**config.mk**
```make
export PLATFORM = sky130hd
export DESIGN_NAME = sm_add_arbiter
export DESIGN_NICKNAME = d
export VERILOG_FILES = /design/src/rtl/sm_add_arbiter.sv
export SDC_FILE = /design/constraint.sdc
export NUM_CORES = 1
export LEC_CHECK = 0
export CAP_MARGIN = 40
export CORE_MARGIN = 2
export CORE_UTILIZATION = 41
export DETAILED_ROUTE_END_ITERATION = 10
export PLACE_DENSITY = 0.93
export SLEW_MARGIN = 20
export SYNTH_ARGS = -nofsm -noshare
export SYNTH_HDL_FRONTEND = slang
export SYNTH_SLANG_ARGS = --single-unit
```
**constraint.sdc**
```tcl
create_clock -name clk -period 4.9 [get_ports clk]
set_input_delay 0.735 -clock clk [delete_from_list [all_inputs] [get_ports clk]]
set_output_delay 0.735 -clock clk [all_outputs]
set_load 0.01 [all_outputs]
```
**src/rtl/sm_add_arbiter.sv**
```systemverilog
// Round-robin arbiter/sequencer in front of one shared combinational
// 8-bit sign-magnitude adder. Each transaction walks IDLE -> CALC -> RESP:
// a requester is granted in IDLE, its operands are presented to the adder
// during CALC, the normalized sum is captured, and it is held in RESP until
// the consumer takes it.
//
// Handshake rule (both sides): a transfer happens on a rising clock edge
// where valid and ready are both high. On the request side, req_ready is
// combinational and one-hot, asserted only in IDLE for the round-robin winner.
// On the response side, rsp_valid/rsp_id/rsp_sum stay stable until
// rsp_ready is seen high.
//
// dbg_state exposes the FSM state: 0 = IDLE, 1 = CALC, 2 = RESP.
module sm_add_arbiter #(
  parameter int NREQ = 4,
  parameter int IDW  = 2
) (
  input  logic                 clk,
  input  logic                 rst,
  input  logic [NREQ-1:0]      req_valid,
  input  logic [8*NREQ-1:0]    req_a,
  input  logic [8*NREQ-1:0]    req_b,
  output logic [NREQ-1:0]      req_ready,
  output logic [7:0]           add_a,
  output logic [7:0]           add_b,
  input  logic [8:0]           add_sum,
  output logic                 rsp_valid,
  output logic [IDW-1:0]       rsp_id,
  output logic [8:0]           rsp_sum,
  input  logic                 rsp_ready,
  output logic                 busy,
  output logic [1:0]           dbg_state
);

  typedef enum logic [1:0] {
    IDLE = 2'd0,
    CALC = 2'd1,
    RESP = 2'd2
  } state_t;

  state_t         state;
  logic [IDW-1:0] rr_ptr;
  logic [IDW-1:0] id;

  logic           found;
  logic [IDW-1:0] win;
  logic [IDW:0]   pos;
  logic [IDW-1:0] cand;

  // Round-robin scan: first valid requester starting at rr_ptr, wrapping at NREQ.
  always_comb begin
    found = 1'b0;
    win   = '0;
    pos   = '0;
    cand  = '0;
    for (int k = 0; k < NREQ; k++) begin
      pos = {1'b0, rr_ptr} + (IDW+1)'(k);
      if (pos >= (IDW+1)'(NREQ)) begin
        pos = pos - (IDW+1)'(NREQ);
      end
      cand = pos[IDW-1:0];
      if (!found && req_valid[cand]) begin
        found = 1'b1;
        win   = cand;
      end
    end
  end

  // One-hot grant, only while idle; held low while reset is asserted.
  always_comb begin
    req_ready = '0;
    if (state == IDLE && found && !rst) begin
      req_ready[win] = 1'b1;
    end
  end

  // Transaction sequencer; add_a/add_b double as the latched operand registers.
  always_ff @(posedge clk or posedge rst) begin
    if (rst) begin
      state     <= IDLE;
      rr_ptr    <= '0;
      id        <= '0;
      add_a     <= 8'h00;
      add_b     <= 8'h00;
      rsp_sum   <= 9'h000;
      rsp_valid <= 1'b0;
      busy      <= 1'b0;
    end else begin
      case (state)
        IDLE: begin
          if (found) begin
            add_a <= req_a[{win, 3'b000} +: 8];
            add_b <= req_b[{win, 3'b000} +: 8];
            id    <= win;
            busy  <= 1'b1;
            state <= CALC;
          end
        end
        CALC: begin
          // A zero magnitude is always stored as +0, whatever sign the adder gave.
          if (add_sum[7:0] == 8'h00) begin
            rsp_sum <= 9'h000;
          end else begin
            rsp_sum <= add_sum;
          end
          rsp_valid <= 1'b1;
          state     <= RESP;
        end
        RESP: begin
          if (rsp_ready) begin
            rsp_valid <= 1'b0;
            busy      <= 1'b0;
            add_a     <= 8'h00;
            add_b     <= 8'h00;
            // Pointer moves past the served requester only once its result is taken.
            if (id == IDW'(NREQ-1)) begin
              rr_ptr <= '0;
            end else begin
              rr_ptr <= id + IDW'(1);
            end
            state <= IDLE;
          end
        end
        default: begin
          state <= IDLE;
        end
      endcase
    end
  end

  assign rsp_id    = id;
  assign dbg_state = state;

endmodule

```
---- After elaboration in Yosys (flattened, before gate mapping) ----
Cells that the tools add are included.
storage, ports and cells
  register bits after elaboration ......... 33
  bits of input ports ..................... 80
  output and inout bits ................... 35
  logic and storage cells ................. 89
cells by class
  $add $sub $neg .......................... 8
  order comparisons ....................... 10
  eq/ne operators ......................... 5
  shift operators ......................... 2
  mux-type cells .......................... 37
  reductions and logical operators ........ 19
operator list
  kind                 count
  $shiftx 32x6->8      2
  $pmux 8 s2           2
  $mux 8               3
  $mux 2               11
  $lt 2x3->1 const B   5
  $mux 1               11
  $ge 3x3->1 const B   3
  $mux 9               1
  $bmux 1 s2           4
  $logic_not 8->1      1
  $reduce_and 2->1     4
  $sub 2x1->2 const B  4
  $add 2x2->3 const B  2
  $logic_and 1x1->1    6
  $pmux 2 s3           1
  $eq 2x2->1 const B   2
  $logic_not 1->1      4
  $mux 4               1
  $ne 2x2->1 const B   2
  $pmux 1 s2           2
  $reduce_bool 2->1    2
  $add 2x1->3 const B  1
  $ge 2x3->1 const B   1
  $reduce_and 3->1     1
  other kinds (5)      5

---- Longest topological paths before layout ----
  depth after elaboration ................. 19
  gate-level depth with buffers ........... 8
  gate-level depth less buffers ........... 5

---- Worst setup path after synthesis ----
Ideal clock, no wire load.
  path type ............................... input to output
  start point ............................. input port req_valid[1]
  end point ............................... output port req_ready[0]
  data arrival time ....................... 1.809 ns
  data required time ...................... 4.165 ns
  slack ................................... 2.356 ns
  stages on the path ...................... 6
  path buffers ............................ 2
  cell sequence ........................... or3b_4 > o221ai_2 > buf_6 > clkbuf_8 > nand2_1 > nor2_1
between the ends
  word-level cells in the longest chain between the ends .. 17
  elaborated cells between the ends (all ways) .. 30
  those cells by class .................... 2 x order compare; 19 x mux; 9 x reduce/logical
ends and longest elaborated chain
  what                                                            RTL line  source
  start: declaration                                              20        input logic [NREQ-1:0] req_valid,
  $bmux 1 s2                                                      62        if (!found && req_valid[cand]) begin
  $mux 1 (not written as such)                                    62
  $mux 1                                                          62
  $logic_not 1->1                                                 62
  $logic_and 1x1->1                                               62
  $mux 1                                                          62
  $logic_not 1->1                                                 62
  $logic_and 1x1->1                                               62
  $mux 1                                                          62
  $logic_not 1->1                                                 62
  $logic_and 1x1->1                                               62
  $mux 2                                                          62
  $lt 2x3->1 (not written as such) or $ge 2x1->1 (tied branches)  73        req_ready[win] = 1'b1;
  $logic_and 1x1->1 (not written as such)                         73
  $mux 1 (not written as such)                                    73
  $demux 1 s2                                                     73
  $mux 4 *                                                        72        if (state == IDLE && found && !rst) begin
  end: declaration                                                23        output logic [NREQ-1:0] req_ready,
Mark *: on every way between the ends. The rest lies on a longest branch, timed or not. The select of a mux whose other input is x is not followed.

---- Worst setup path in the final report ----
  start point ............................. input port req_valid[3]
  end point ............................... output port req_ready[3]
Same word-level chain as after synthesis.

==> qor.yml <==
fmax_mhz: 288
arrival_ps: 2740
drc: 0
dieArea_mm2: 0.00528
postSynth.asyncResetShare: 1.00
area_delta_synth_final_pct: 63.1
multi_input_area_um2: 991
crit_type: "primary input to primary output"
worstPathCellList: "clkdlybuf4s50_1 -> nor4_1 -> nor3_4 -> o221ai_2 -> nor3_1 -> clkdlybuf4s50_1"
cts.clk_slew.worst_paths_ps: 60
clock-root-buffer: "clkbuf_8"
tightest_slew_ps: 482
worstSetupEndpoint: "req_ready[3]"
clock_latency_ps: 280
cts_tree: "done"
min_period_over_period: 0.710
r2r_setup_slack_ps: 2570
postCtsResizedCells: 0
die_y_um: 72.7
syn_avg_cell_area_um2: 12.4
synth_area_leaders: "dfrtp_1, mux2i_1, mux2_2, a2bb2oi_2, a2bb2oi_1"
status: "finished, final reports clean"
cp_common_cell: "clkdlybuf4s50_1"
seqPwrFrac: 0.300
worstSetupEndpointType: "primary output"
critical_path_required_ps: 4160
drive_gt1_frac: 0.147
syn_nets: 237
worst-path-max-fanout: 7
gp_congestion: 0.901
synth-edff-count: 0
r2r-end: "add_b[0]$_DFFE_PP0P_"
htreeDepth: 2
skew_ps: 6.93
ios: 115
rr_worst_depth: 6
relSlewSlack: 0.676
start_util: 0.435
maxCapViolCount: 0
vias: 1709
yosysUniqueCellTypes: 33
syn_inst: 156
core_mm2: 0.00444
cts_hold_buf: 0
ant_nets: 0
fin_hold_ws_ps: 490
cpPeakStageDelay_ps: 620
swShare: 0.368
dr.first_iter.drc_count: 65
rsz0062_at_grt: "no"
pwr-share-clk: 0.115
ys_seq_elements: 33
cts_buffer_depth: 2
antenna_found_initial: 0
seq_area_frac_synth: 0.427
crit_path_start: "req_valid[3]"
hold_path.class: "flop to flop"
yosysTopAreaCellShare: 0.427
hold_viol: 0
p_int_mw: 1.07
syn_area_mm2: 0.00193
hpwlAfterDp_um: 4140
cts_setup_buffers: 0
grt_pass1_vias: 1804
busiest_layer: "met2"
ir_drop_mv: 0.354
hold_depth: 2
combPwrFrac: 0.585
grt_usage: 0.205
r2r_start: "rr_ptr[1]$_DFFE_PP0P_"
nets: 353
min_period_ps: 3480
num_rows: 24
fillers: 340
cts_buffers: 5
slew_violations: 0
grt_pass1_wl_um: 8380
ys.flop_type: "dfrtp_1"
slowest_stage: "clkdlybuf4s50_1"
antennaDiodeCount: 0
via_per_inst: 5.26
gr-total-overflow: 0
wl_per_cell_um: 16.3
port-buffer-count: 114
finalSetupTns_ps: 0
drt-total-wl_um: 5310
seq_area_um2: 826
yosysWarnings: 0
power_leakage_nw: 1.35
die_x_um: 72.7
cts_sinks: 33
p_sw_mw: 0.623
p_per_area_mw_per_mm2: 537
yosysTopAreaCell: "dfrtp_1"
met3_usage: 0.0552
use_met2: 0.363
grt_max_degree: 35
finalSetupViolCount: 0
met1_usage: 0.236
dr.pass1.iters: 4
critPathLaunchType: "primary input"
-- cells in the mapped netlist (2+ instances only) --
master	number
buf_6	3
clkbuf_8	2
o221ai_2	2
buf_4	2
a2bb2oi_1	10
o21ai_1	10
nand2b_1	2
a21oi_1	2
or4_1	2
inv_1	3
nand2_1	6
nor3_1	2
o21ai_2	7
dfrtp_1	33
nor2_1	2
buf_12	2
mux2i_1	33
a2bb2oi_2	7
o21ai_0	3
mux2_2	10
-- cell type report --
| class | instances | share of cell area |
|---|---|---|
| timing repair buffer | 119 | 0.375 |
| tap | 52 | 0.0206 |
| inverter | 3 | 0.00357 |
| sequential | 33 | 0.262 |
| clock buffer | 8 | 0.0254 |
| multi-input combinational | 110 | 0.314 |
-- worst min-delay path by stage --
stage                      startpoint                     end  slack (ps)
3_3_place_gp   rsp_sum[8]$_DFFE_PP0P_  rsp_sum[8]$_DFFE_PP0P_         460
5_1_grt          add_b[3]$_DFFE_PP0P_    add_b[3]$_DFFE_PP0P_         520
6_report         add_b[0]$_DFFE_PP0P_    add_b[0]$_DFFE_PP0P_         490
4_1_cts          add_b[0]$_DFFE_PP0P_    add_b[0]$_DFFE_PP0P_         490
3_5_place_dp         busy$_DFFE_PP0P_        busy$_DFFE_PP0P_         480
2_1_floorplan   rsp_valid$_DFFE_PP0P_   rsp_valid$_DFFE_PP0P_         520
-- metrics by stage --
stage | instances | utilization | total power [mW] | cell area (um^2) | worst slack (ps)
finish | 325 | 0.710 | 1.69 | 3160 | 1420
global route | 325 | 0.710 | 1.81 | 3160 | 1300
CTS | 324 | 0.707 | 1.70 | 3140 | 1420
detailed placement | 316 | 0.689 | 1.50 | 3060 | 1420
global placement | 316 | 0.689 | 1.47 | 3060 | 1480
floorplan | 156 | - | 1.13 | 1930 | 2360
-- registers in the layout (all words and copies together) (netlist names) --
name	cells
rsp_valid	1
rsp_sum	9
dbg_state	2
busy	1
rsp_id	2
add_a	8
rr_ptr	2
add_b	8
-- power groups by stage --
stage	combinational, mW	clock, mW	sequential, mW
4_1_cts	0.994	0.202	0.507
5_1_grt	1.07	0.212	0.526
6_report	0.991	0.195	0.508
3_3_place_gp	0.965	0	0.503
3_5_place_dp	0.992	0	0.509
2_1_floorplan	0.579	0	0.548
-- layer usage --
metal / up-vias / wire [um]
li1: 824 / -
met1: 800 / 2080
met2: 77 / 2700
met3: 8 / 433
met4: 0 / 91
met5: - / 0
-- critical path, delay by kind of cell --
family | cells | cell delay (ps)
compound gates | 1 | 200
simple gates | 3 | 610
buf+inv | 2 | 1180
-- kinds of logic after synthesis --
kind of cell               share of synthesized area
muxes                                          0.229
DFF                                            0.427
AOI/OAI and AO/OA                              0.210
buffers and inverters                         0.0679
and+or+nand+nor                               0.0595
adders and majority gates                    0.00647
-- cell usage in the layout (no fill, tap or decap), types with 5 or more instances in the layout --
cell and count:
o21ai_2 7, clkdlybuf4s50_1 114, a2bb2oi_1 10, mux2i_1 33
nand2_1 6, a2bb2oi_2 7, mux2_2 10, dfrtp_1 33
o21ai_1 10, clkbuf_8 5
Note: power is estimated with default switching activity, not from simulation.
